### config.mk
export PLATFORM = sky130hd
export DESIGN_NAME = uart_rx_deframer
export DESIGN_NICKNAME = d
export VERILOG_FILES = /design/src/rtl/uart_rx_pkg.sv /design/src/rtl/uart_rx_bit_sampler.sv /design/src/rtl/uart_rx_deframer.sv
export SDC_FILE = /design/constraint.sdc
export NUM_CORES = 1
export LEC_CHECK = 0
export ABC_AREA = 1
export CORE_MARGIN = 2
export CORE_UTILIZATION = 45
export DETAILED_ROUTE_END_ITERATION = 10
export MAX_ROUTING_LAYER = met4
export PLACE_DENSITY = 0.7
export SYNTH_ARGS = -nofsm -noshare
export SYNTH_HDL_FRONTEND = slang
export SYNTH_SLANG_ARGS = --single-unit
### constraint.sdc
create_clock -name i_sys_clk -period 2 [get_ports i_sys_clk]
set_input_delay 0.4 -clock i_sys_clk [delete_from_list [all_inputs] [get_ports i_sys_clk]]
set_output_delay 0.4 -clock i_sys_clk [all_outputs]
set_load 0.05 [all_outputs]
### src/rtl/uart_rx_pkg.sv
// Shared types, sample points and frame-length helpers for the UART receive deframer.
package uart_rx_pkg;

  typedef enum logic [2:0] {
    IDLE,
    START,
    DATA,
    PARITY,
    STOP
  } rx_state_e;

  localparam logic [3:0] SAMPLE_T0     = 4'd7;
  localparam logic [3:0] SAMPLE_T1     = 4'd8;
  localparam logic [3:0] SAMPLE_T2     = 4'd9;
  localparam int         TICKS_PER_BIT = 16;

  function automatic logic [3:0] wls_to_bits(input logic [1:0] wls);
    return 4'd5 + {2'b00, wls};
  endfunction

  // Four character times of x16 ticks: frame_bits * 4 * 16.
  function automatic logic [9:0] timeout_thresh(input logic [1:0] wls, input logic pen);
    logic [9:0] frame_bits;
    frame_bits = 10'd7 + {8'd0, wls} + {9'd0, pen};
    return frame_bits << 6;
  endfunction

endpackage

### src/rtl/uart_rx_bit_sampler.sv
// Synchronises the raw rx line, flags falling edges and majority-votes
// the samples taken at ticks 7, 8 and 9 of each bit period.
module uart_rx_bit_sampler
  import uart_rx_pkg::*;
(
  input  logic       clk_i,
  input  logic       rst_n_i,
  input  logic       rx_i,
  input  logic       tick_i,
  input  logic [3:0] tick_cnt_i,
  output logic       rx_sync_o,
  output logic       fall_edge_o,
  output logic       bit_val_o,
  output logic       bit_val_strobe_o
);

  logic sync1_q, sync2_q, sync3_q;
  logic samp0_q, samp1_q;

  always_ff @(posedge clk_i or negedge rst_n_i) begin
    if (!rst_n_i) begin
      sync1_q <= 1'b1;
      sync2_q <= 1'b1;
      sync3_q <= 1'b1;
      samp0_q <= 1'b1;
      samp1_q <= 1'b1;
    end else begin
      sync1_q <= rx_i;
      sync2_q <= sync1_q;
      sync3_q <= sync2_q;
      if (tick_i && tick_cnt_i == SAMPLE_T0) samp0_q <= sync2_q;
      if (tick_i && tick_cnt_i == SAMPLE_T1) samp1_q <= sync2_q;
    end
  end

  // Third vote is the live synchronised value on the tick-9 strobe.
  assign rx_sync_o        = sync2_q;
  assign fall_edge_o      = sync3_q & ~sync2_q;
  assign bit_val_o        = (samp0_q & samp1_q) | (samp0_q & sync2_q) | (samp1_q & sync2_q);
  assign bit_val_strobe_o = tick_i && (tick_cnt_i == SAMPLE_T2);

endmodule

### src/rtl/uart_rx_deframer.sv
// 16x-oversampled UART receive deframer feeding the RX FIFO write port.
// Optional idle-character timeout is built when UART_RX_TIMEOUT_EN is defined.
//
// state  | meaning
// IDLE   | waiting for a synchronised falling edge
// START  | validating the start bit, false start returns to IDLE
// DATA   | shifting in 5..8 data bits, LSB first
// PARITY | capturing and checking the parity bit
// STOP   | sampling the stop bit, writing or dropping the character
module uart_rx_deframer
  import uart_rx_pkg::*;
#(
  parameter int DATA_WIDTH    = 8,
  parameter int TICKS_PER_BIT = 16
) (
  input  logic                  i_sys_clk,
  input  logic                  i_sys_rst_n,
  input  logic                  i_rx,
  input  logic                  i_tick16,
  input  logic [1:0]            i_wls,
  input  logic                  i_pen,
  input  logic                  i_eps,
  input  logic                  i_stick,
  input  logic                  i_fifo_full,
  output logic [DATA_WIDTH-1:0] o_rx_data,
  output logic                  o_rx_wr,
  output logic                  o_parity_err,
  output logic                  o_frame_err,
  output logic                  o_break_det,
  output logic                  o_overrun,
`ifdef UART_RX_TIMEOUT_EN
  input  logic                  i_fifo_empty,
  input  logic                  i_fifo_rd,
  output logic                  o_timeout,
`endif
  output logic                  o_busy
);

  localparam logic [3:0] LAST_TICK = 4'(TICKS_PER_BIT - 1);

  rx_state_e             state_q, state_d;
  logic [3:0]            tick_cnt_q, tick_cnt_d;
  logic [2:0]            bit_cnt_q, bit_cnt_d;
  logic [DATA_WIDTH-1:0] shift_q, shift_d;
  logic                  all_zero_q, all_zero_d;
  logic                  par_err_q, par_err_d;
  logic [1:0]            wls_q, wls_d;
  logic                  pen_q, pen_d, eps_q, eps_d, stick_q, stick_d;
  logic                  line_hold_q, line_hold_d;
  logic                  rx_wr_q, rx_wr_d;
  logic [DATA_WIDTH-1:0] rx_data_q, rx_data_d;
  logic                  perr_q, perr_d, ferr_q, ferr_d, brk_q, brk_d, ovr_q, ovr_d;

  logic rx_sync, fall_edge, bit_val, bit_strobe;
  logic wrap, last_data_bit;

  uart_rx_bit_sampler u_sampler (
    .clk_i            (i_sys_clk),
    .rst_n_i          (i_sys_rst_n),
    .rx_i             (i_rx),
    .tick_i           (i_tick16),
    .tick_cnt_i       (tick_cnt_q),
    .rx_sync_o        (rx_sync),
    .fall_edge_o      (fall_edge),
    .bit_val_o        (bit_val),
    .bit_val_strobe_o (bit_strobe)
  );

  assign wrap          = i_tick16 && (tick_cnt_q == LAST_TICK);
  assign last_data_bit = (bit_cnt_q == 3'(wls_to_bits(wls_q) - 4'd1));

  always_comb begin
    state_d     = state_q;
    tick_cnt_d  = tick_cnt_q;
    bit_cnt_d   = bit_cnt_q;
    shift_d     = shift_q;
    all_zero_d  = all_zero_q;
    par_err_d   = par_err_q;
    wls_d       = wls_q;
    pen_d       = pen_q;
    eps_d       = eps_q;
    stick_d     = stick_q;
    line_hold_d = line_hold_q;
    rx_wr_d     = 1'b0;
    rx_data_d   = rx_data_q;
    perr_d      = 1'b0;
    ferr_d      = 1'b0;
    brk_d       = 1'b0;
    ovr_d       = 1'b0;

    if (rx_sync) line_hold_d = 1'b0;
    if (state_q != IDLE && i_tick16) tick_cnt_d = wrap ? 4'd0 : tick_cnt_q + 4'd1;

    case (state_q)
      IDLE: begin
        tick_cnt_d = 4'd0;
        if (fall_edge && !line_hold_q) begin
          state_d    = START;
          wls_d      = i_wls;
          pen_d      = i_pen;
          eps_d      = i_eps;
          stick_d    = i_stick;
          shift_d    = '0;
          bit_cnt_d  = 3'd0;
          all_zero_d = 1'b1;
          par_err_d  = 1'b0;
        end
      end
      START: begin
        if (bit_strobe && bit_val) begin
          state_d    = IDLE;
          tick_cnt_d = 4'd0;
        end else if (wrap) begin
          state_d = DATA;
        end
      end
      DATA: begin
        if (bit_strobe) begin
          shift_d[bit_cnt_q] = bit_val;
          if (bit_val) all_zero_d = 1'b0;
        end
        if (wrap) begin
          if (last_data_bit) state_d = pen_q ? PARITY : STOP;
          else               bit_cnt_d = bit_cnt_q + 3'd1;
        end
      end
      PARITY: begin
        if (bit_strobe) begin
          if (bit_val) all_zero_d = 1'b0;
          par_err_d = stick_q ? (bit_val != ~eps_q)
                              : ((^shift_q ^ bit_val) != ~eps_q);
        end
        if (wrap) state_d = STOP;
      end
      STOP: begin
        // Leave at the decision point so a start edge right after the stop bit is seen.
        if (bit_strobe) begin
          state_d    = IDLE;
          tick_cnt_d = 4'd0;
          if (!bit_val) line_hold_d = 1'b1;
          if (i_fifo_full) begin
            ovr_d = 1'b1;
          end else begin
            rx_wr_d   = 1'b1;
            rx_data_d = shift_q;
            perr_d    = par_err_q;
            ferr_d    = ~bit_val;
            brk_d     = all_zero_q & ~bit_val;
          end
        end
      end
      default: state_d = IDLE;
    endcase
  end

  always_ff @(posedge i_sys_clk or negedge i_sys_rst_n) begin
    if (!i_sys_rst_n) begin
      state_q     <= IDLE;
      tick_cnt_q  <= 4'd0;
      bit_cnt_q   <= 3'd0;
      shift_q     <= '0;
      all_zero_q  <= 1'b0;
      par_err_q   <= 1'b0;
      wls_q       <= 2'd0;
      pen_q       <= 1'b0;
      eps_q       <= 1'b0;
      stick_q     <= 1'b0;
      line_hold_q <= 1'b0;
      rx_wr_q     <= 1'b0;
      rx_data_q   <= '0;
      perr_q      <= 1'b0;
      ferr_q      <= 1'b0;
      brk_q       <= 1'b0;
      ovr_q       <= 1'b0;
    end else begin
      state_q     <= state_d;
      tick_cnt_q  <= tick_cnt_d;
      bit_cnt_q   <= bit_cnt_d;
      shift_q     <= shift_d;
      all_zero_q  <= all_zero_d;
      par_err_q   <= par_err_d;
      wls_q       <= wls_d;
      pen_q       <= pen_d;
      eps_q       <= eps_d;
      stick_q     <= stick_d;
      line_hold_q <= line_hold_d;
      rx_wr_q     <= rx_wr_d;
      rx_data_q   <= rx_data_d;
      perr_q      <= perr_d;
      ferr_q      <= ferr_d;
      brk_q       <= brk_d;
      ovr_q       <= ovr_d;
    end
  end

  assign o_rx_data    = rx_data_q;
  assign o_rx_wr      = rx_wr_q;
  assign o_parity_err = perr_q;
  assign o_frame_err  = ferr_q;
  assign o_break_det  = brk_q;
  assign o_overrun    = ovr_q;
  assign o_busy       = (state_q != IDLE);

`ifdef UART_RX_TIMEOUT_EN
  logic [9:0] to_cnt_q, to_cnt_d;
  logic       timeout_q, timeout_d;

  always_comb begin
    to_cnt_d  = to_cnt_q;
    timeout_d = timeout_q;
    if (rx_wr_q || i_fifo_rd || i_fifo_empty || state_q != IDLE) begin
      to_cnt_d  = 10'd0;
      timeout_d = 1'b0;
    end else if (i_tick16 && !timeout_q) begin
      to_cnt_d = to_cnt_q + 10'd1;
      if (to_cnt_d == timeout_thresh(i_wls, i_pen)) timeout_d = 1'b1;
    end
  end

  always_ff @(posedge i_sys_clk or negedge i_sys_rst_n) begin
    if (!i_sys_rst_n) begin
      to_cnt_q  <= 10'd0;
      timeout_q <= 1'b0;
    end else begin
      to_cnt_q  <= to_cnt_d;
      timeout_q <= timeout_d;
    end
  end

  assign o_timeout = timeout_q;
`endif

endmodule

# ---- Word-level counts from Yosys, hierarchy flattened
# Index checks and enable logic that the tools add are counted.
# W data, S select, Z words.
dict set report word_totals {
  reg_bits 44
  in_bits 10
  out_inout_bits 14
  wordCells 136
}
dict set report op_classes {
  addsub 4
  order_cmp 2
  n_eq_ne 22
  muxes 51
  bitwise_logic 12
  reduce_logical 23
}
# operator count
set op_table {}
lappend op_table {{$mux W3} 11}
lappend op_table {{$mux W1} 26}
lappend op_table {{$mux W4} 4}
lappend op_table {{$mux W8} 2}
lappend op_table {{$ne A2 B2 Y1 const B} 8}
lappend op_table {{$pmux W8 S2} 1}
lappend op_table {{$pmux W3 S5} 1}
lappend op_table {{$eq A4 B4 Y1 const B} 3}
lappend op_table {{$pmux W4 S3} 1}
lappend op_table {{$reduce_and A3 Y1} 3}
lappend op_table {{$bwmux W8} 1}
lappend op_table {{$logic_and A1 B1 Y1} 8}
lappend op_table {{$reduce_and A4 Y1} 2}
lappend op_table {{$reduce_xor A8 Y1} 1}
lappend op_table {{$eq A3 B2 Y1 const B} 2}
lappend op_table {{$pmux W3 S2} 1}
lappend op_table {{$reduce_and A6 Y1} 1}
lappend op_table {{$reduce_bool A2 Y1} 3}
lappend op_table {{$and A1 B1 Y1} 5}
lappend op_table {{$add A4 B1 Y4 const B} 1}
lappend op_table {{$eq A4 B3 Y1 const B} 1}
lappend op_table {{$lt A3 B4 Y1 const B} 1}
lappend op_table {{$ne A2 B1 Y1 const B} 2}
lappend op_table {{$not A1 Y1} 4}
lappend op_table {{18 further kinds} 21}

# ---- Logic depth before layout (Yosys ltp)
dict set report logic_depth {
  depth_word 8
  ltp_mapped 11
  depth_no_buf 11
}

# ---- By module
# A second synthesis with hierarchy kept.
dict set report hier_totals {
  hier_cells 290
  area_unflattened_um2 2230.9
}
# mod n_inst cells_per_inst area_each_um2 seq_area_each_um2
set modules_own_cells {}
lappend modules_own_cells {uart_rx_deframer 1 265 1998.2 975.9}
lappend modules_own_cells {uart_rx_bit_sampler 1 25 232.7 131.4}

# ---- Worst setup path after synthesis
# Ideal clock, no wire load.
dict set report synth_path {
  path_kind {register to register}
  from {reg state_q[1]}
  to {reg par_err_q}
  setup_time_ps 116
  arrival_time_ps 1401
  t_required_ps 1884
  path_slack_ps 483
  path_stages_with_launch 8
  path_buffers 1
  period_less_slack_ps 1517
  path_cell_list {dfrtp_1 > nor2_2 > nand2_2 > nor2_1 > buf_2 > inv_1 > nand3_1 > nand2_1}
}
dict set report synth_between {
  elab_chain_len 3
  elab_cells_between_ends 7
  classes_between {eq/ne: 3; mux: 1; reduce/logical: 3}
}
# item line
set synth_rtl {}
lappend synth_rtl {{start: declaration} uart_rx_deframer.sv:41} ;# rx_state_e state_q, state_d;
lappend synth_rtl {{start signal: assignment} uart_rx_deframer.sv:176} ;# state_q <= state_d;
lappend synth_rtl {{$eq A3 B2 Y1 or $logic_not A3 Y1 (tied branches)} uart_rx_deframer.sv:94} ;# case (state_q)
lappend synth_rtl {{$ne A2 B2 Y1 (no source line) or $reduce_bool A2 Y1 (tied branches)} --}
lappend synth_rtl {{$reduce_and A3 Y1 (no source line)} --}
lappend synth_rtl {{end signal: assignment} uart_rx_deframer.sv:181} ;# par_err_q <= par_err_d;
lappend synth_rtl {{end: declaration} uart_rx_deframer.sv:46} ;# logic par_err_q, par_err_d;
# Several ways; a longest one is shown, not always the timed one.
# A chain may end at the register's enable or synchronous reset.

# ---- Final worst setup path
dict set report layout_path {
  from {reg rx_data_q[2] (netlist: o_rx_data[2])}
  to {out o_rx_data[2]}
}
# item line
set layout_lines {}
lappend layout_lines {{start: declaration} uart_rx_deframer.sv:51} ;# logic [DATA_WIDTH-1:0] rx_data_q, rx_data_d;
lappend layout_lines {{start signal: assignment} uart_rx_deframer.sv:188} ;# rx_data_q <= rx_data_d;
lappend layout_lines {{end: declaration} uart_rx_deframer.sv:25} ;# output logic [DATA_WIDTH-1:0] o_rx_data,
# No word-level cell between the ends.

==> reports/metrics.csv <==
stage,metric,value,unit
sta,rsz0062_at_grt,no,
pwr,ir_worst_vdd,0.000704,V
critical_path,critical_path_class,register to output pin,
critical_path,path_max_fanout,2,
placed_design,place_area,2590,µm²
drt,vias_per_cell,4.82,
pwr,switchingPower,0.00118,W
placed_design,io_buffers,23,
layout,fillers,489,
drt,ant_nets,0,
pwr,clkPwrFrac,22.5,%
pwr,power,0.00298,W
floorplanning,io_pins,24,
pwr,p_leak,1.26,nW
clocking,cts.repair.resized,0,
floorplanning,num_rows,25,
critical_path,cp_num_cells,1,
synth,yosys_register_bits,44,
layout,diodes,0,
placed_design,dp_hpwl,3220,µm
critical_path,endpoint,o_rx_data[2],
sta,fin_crit,1860,ps
synth,seq_area_frac_synth,48.3,%
drt,top_layer,met4,
sta,tns,0,ps
critical_path,worstSetupStartpoint,o_rx_data[2],
synth,postSynthCellCount,277,
critical_path,reg2regPathDepth,7,
clocking,post_cts_buffers,0,
floorplanning,start_util,47.6,%
global_routing,grt_pass1_vias,1633,
placed_design,gp_congestion,0.815,
synth,yosys.area.top_type,dfrtp_1,
critical_path,ff2ff_setup_slack,370,ps
synth,synth_cell_types,33,
worst_hold_path,hold_class,input pin to asynchronous set/reset pin,
critical_path,required,1600,ps
floorplanning,die_w,75.4,µm
layout,regArea,1110,µm²
floorplanning,die_h,75.4,µm
drt,wl_met3,167,µm
layout,fin_area,2700,µm²
synth,yosys_warnings,0,
layout,syn2layout_area_growth,17.7,%
critical_path,slowest_stage,clkdlybuf4s50_1,
critical_path,worst-path-buf-inv,1,
drt,wl_per_cell,11.2,µm
sta,finalCritPeriodShare,92.9,%
clocking,htree_levels,2,
layout,utilization,56.0,%
critical_path,crit_path_end_kind,output pin,
layout,mostFrequentLayoutCells,"nand2_1, dfrtp_1, inv_1, clkdlybuf4s50_1, o21ai_0",
pwr,swShare,39.5,%
clocking,root_buffer,clkbuf_8,
sta,setup-violations-final,0,
sta,slew_violations,0,
sta,fmax,538,MHz
synth,yosysTopAreaCellShare,42.6,%
global_routing,grt_antenna_before_repair,0,
synth,avgSynthCellArea,8.27,µm²
floorplanning,core,4820,µm²
pwr,intPower,0.00180,W
layout,layout.nets,319,
clocking,cts_tree,yes,
layout,drive_above_1_share,15.4,%
critical_path,critical-path-top-delay-family,buffers and inverters,
pwr,powerDensity,1110,nW/µm²
synth,synthTopCellsByArea,"dfrtp_1, nand2_1, inv_1",
clocking,cts_buffers,5,
critical_path,start_kind,register,
global_routing,grt_overflow,0,
clocking,cts_buffer_depth,2,
critical_path,cpPeakStageDelay,800,ps
critical_path,crit_chain,clkdlybuf4s50_1,
sta,slew_headroom,66.5,%
layout,multi_input_area,988,µm²
critical_path,reg2reg_to,tick_cnt_q[1],
global_routing,grt_pass1_wl,7210,µm
drt,drt_iter0_drc,116,
flow_run,cap_viol_max_count,0,
drt,dr_wl_met2,1970,µm
sta,hold_viol_final,0,
pwr,seq_power_share,40.3,%
drt,wl_met1,1950,µm
floorplanning,die-area,5680,µm²
critical_path,arrival,1460,ps
global_routing,track_usage,17.4,%
drt,num_vias,1799,
global_routing,grt_max_degree,23,
critical_path,r2r-start,tick_cnt_q[1],
clocking,cts_hold_buf,0,
clocking,cts_sinks,44,
outcome,outcome,completed,
layout,final_common_cell,nand2_1,
synth,syn-num-nets,291,
synth,syn-cell-area,2290,µm²
pwr,p_comb_share,37.3,%
drt,drc,0,
drt,drt_wl_total,4180,µm
drt,firstDrtPassIters,4,
clocking,clk_pin_slew,80,ps
sta,fin_skew,10.4,ps
sta,tightest_slew,501,ps
clocking,clk_latency,300,ps
==> layout make-up <==
type,count,share of cell area (%)
inverters,43,6.08
well taps,67,3.11
repair buffers,26,9.10
multi-input cells,185,36.7
clock inverters,2,1.30
clock buffers,6,2.69
flip-flops and latches,44,41.1
==> layer usage <==
metal | track usage, % | up-vias
li1 | - | 945
met1 | 21.5 | 814
met2 | 27.7 | 33
met3 | 3.31 | 7
met4 | 8.19 | 0
met5 | - | -
==> power groups by stage <==
stage	sequential, W	clock [W]	combinational, W
after global placement	0.00121	0	0.00109
after detailed placement	0.00122	0	0.00112
after CTS	0.00120	0.000689	0.00112
final	0.00120	0.000670	0.00111
after floorplan	0.00118	0	0.000887
after global routing	0.00122	0.000726	0.00126
==> Yosys cell counts (all sizes together) <==
master,n
nand2,82
a21oi,12
inv,43
nor3b,1
buf,5
or2,2
xor2,2
nor3,7
a221oi,1
xnor2,2
nand3b,1
o21bai,1
nand3,10
a31oi,1
dfstp,5
nor2,19
o21ai,28
ha,4
dfrtp,39
o22ai,8
nand4,4
==> through the flow <==
stage          worst slack, ps  cells  hold slack, ps
2_1_floorplan              483    277             104
3_3_place_gp               110    365             346
3_5_place_dp              11.8    365             349
4_1_cts                    128    373            63.2
5_1_grt                   77.2    373            84.8
6_report                   142    373            51.6
==> flip-flops by register name, indices dropped and copies added, names as in the netlist <==
register / count
u_sampler.sync3_q: 1
o_overrun: 1
o_parity_err: 1
u_sampler.samp0_q: 1
eps_q: 1
shift_q: 8
o_frame_err: 1
pen_q: 1
u_sampler.sync1_q: 1
o_rx_data: 8
u_sampler.samp1_q: 1
state_q: 3
bit_cnt_q: 3
par_err_q: 1
o_break_det: 1
u_sampler.rx_sync_o: 1
line_hold_q: 1
o_rx_wr: 1
wls_q: 2
all_zero_q: 1
stick_q: 1
tick_cnt_q: 4
==> cell families after synthesis <==
logic type,count (synthesis),synth area share [%]
compound gates,51,14.1
xor+xnor,4,1.53
buf+inv,48,8.52
simple gates,126,25.3
flops,44,48.3
fa+ha+maj,4,2.18
==> how the worst min path moves through the flow <==
stage                      start             endpoint  slack [ps]
2_1_floorplan        i_sys_rst_n           all_zero_q         100
3_3_place_gp   u_sampler.sync1_q  u_sampler.rx_sync_o         350
3_5_place_dp   u_sampler.sync1_q  u_sampler.rx_sync_o         350
4_1_cts              i_sys_rst_n          line_hold_q          60
5_1_grt              i_sys_rst_n          line_hold_q          80
6_report             i_sys_rst_n          line_hold_q          50
Power figures use the tool's default switching activity.
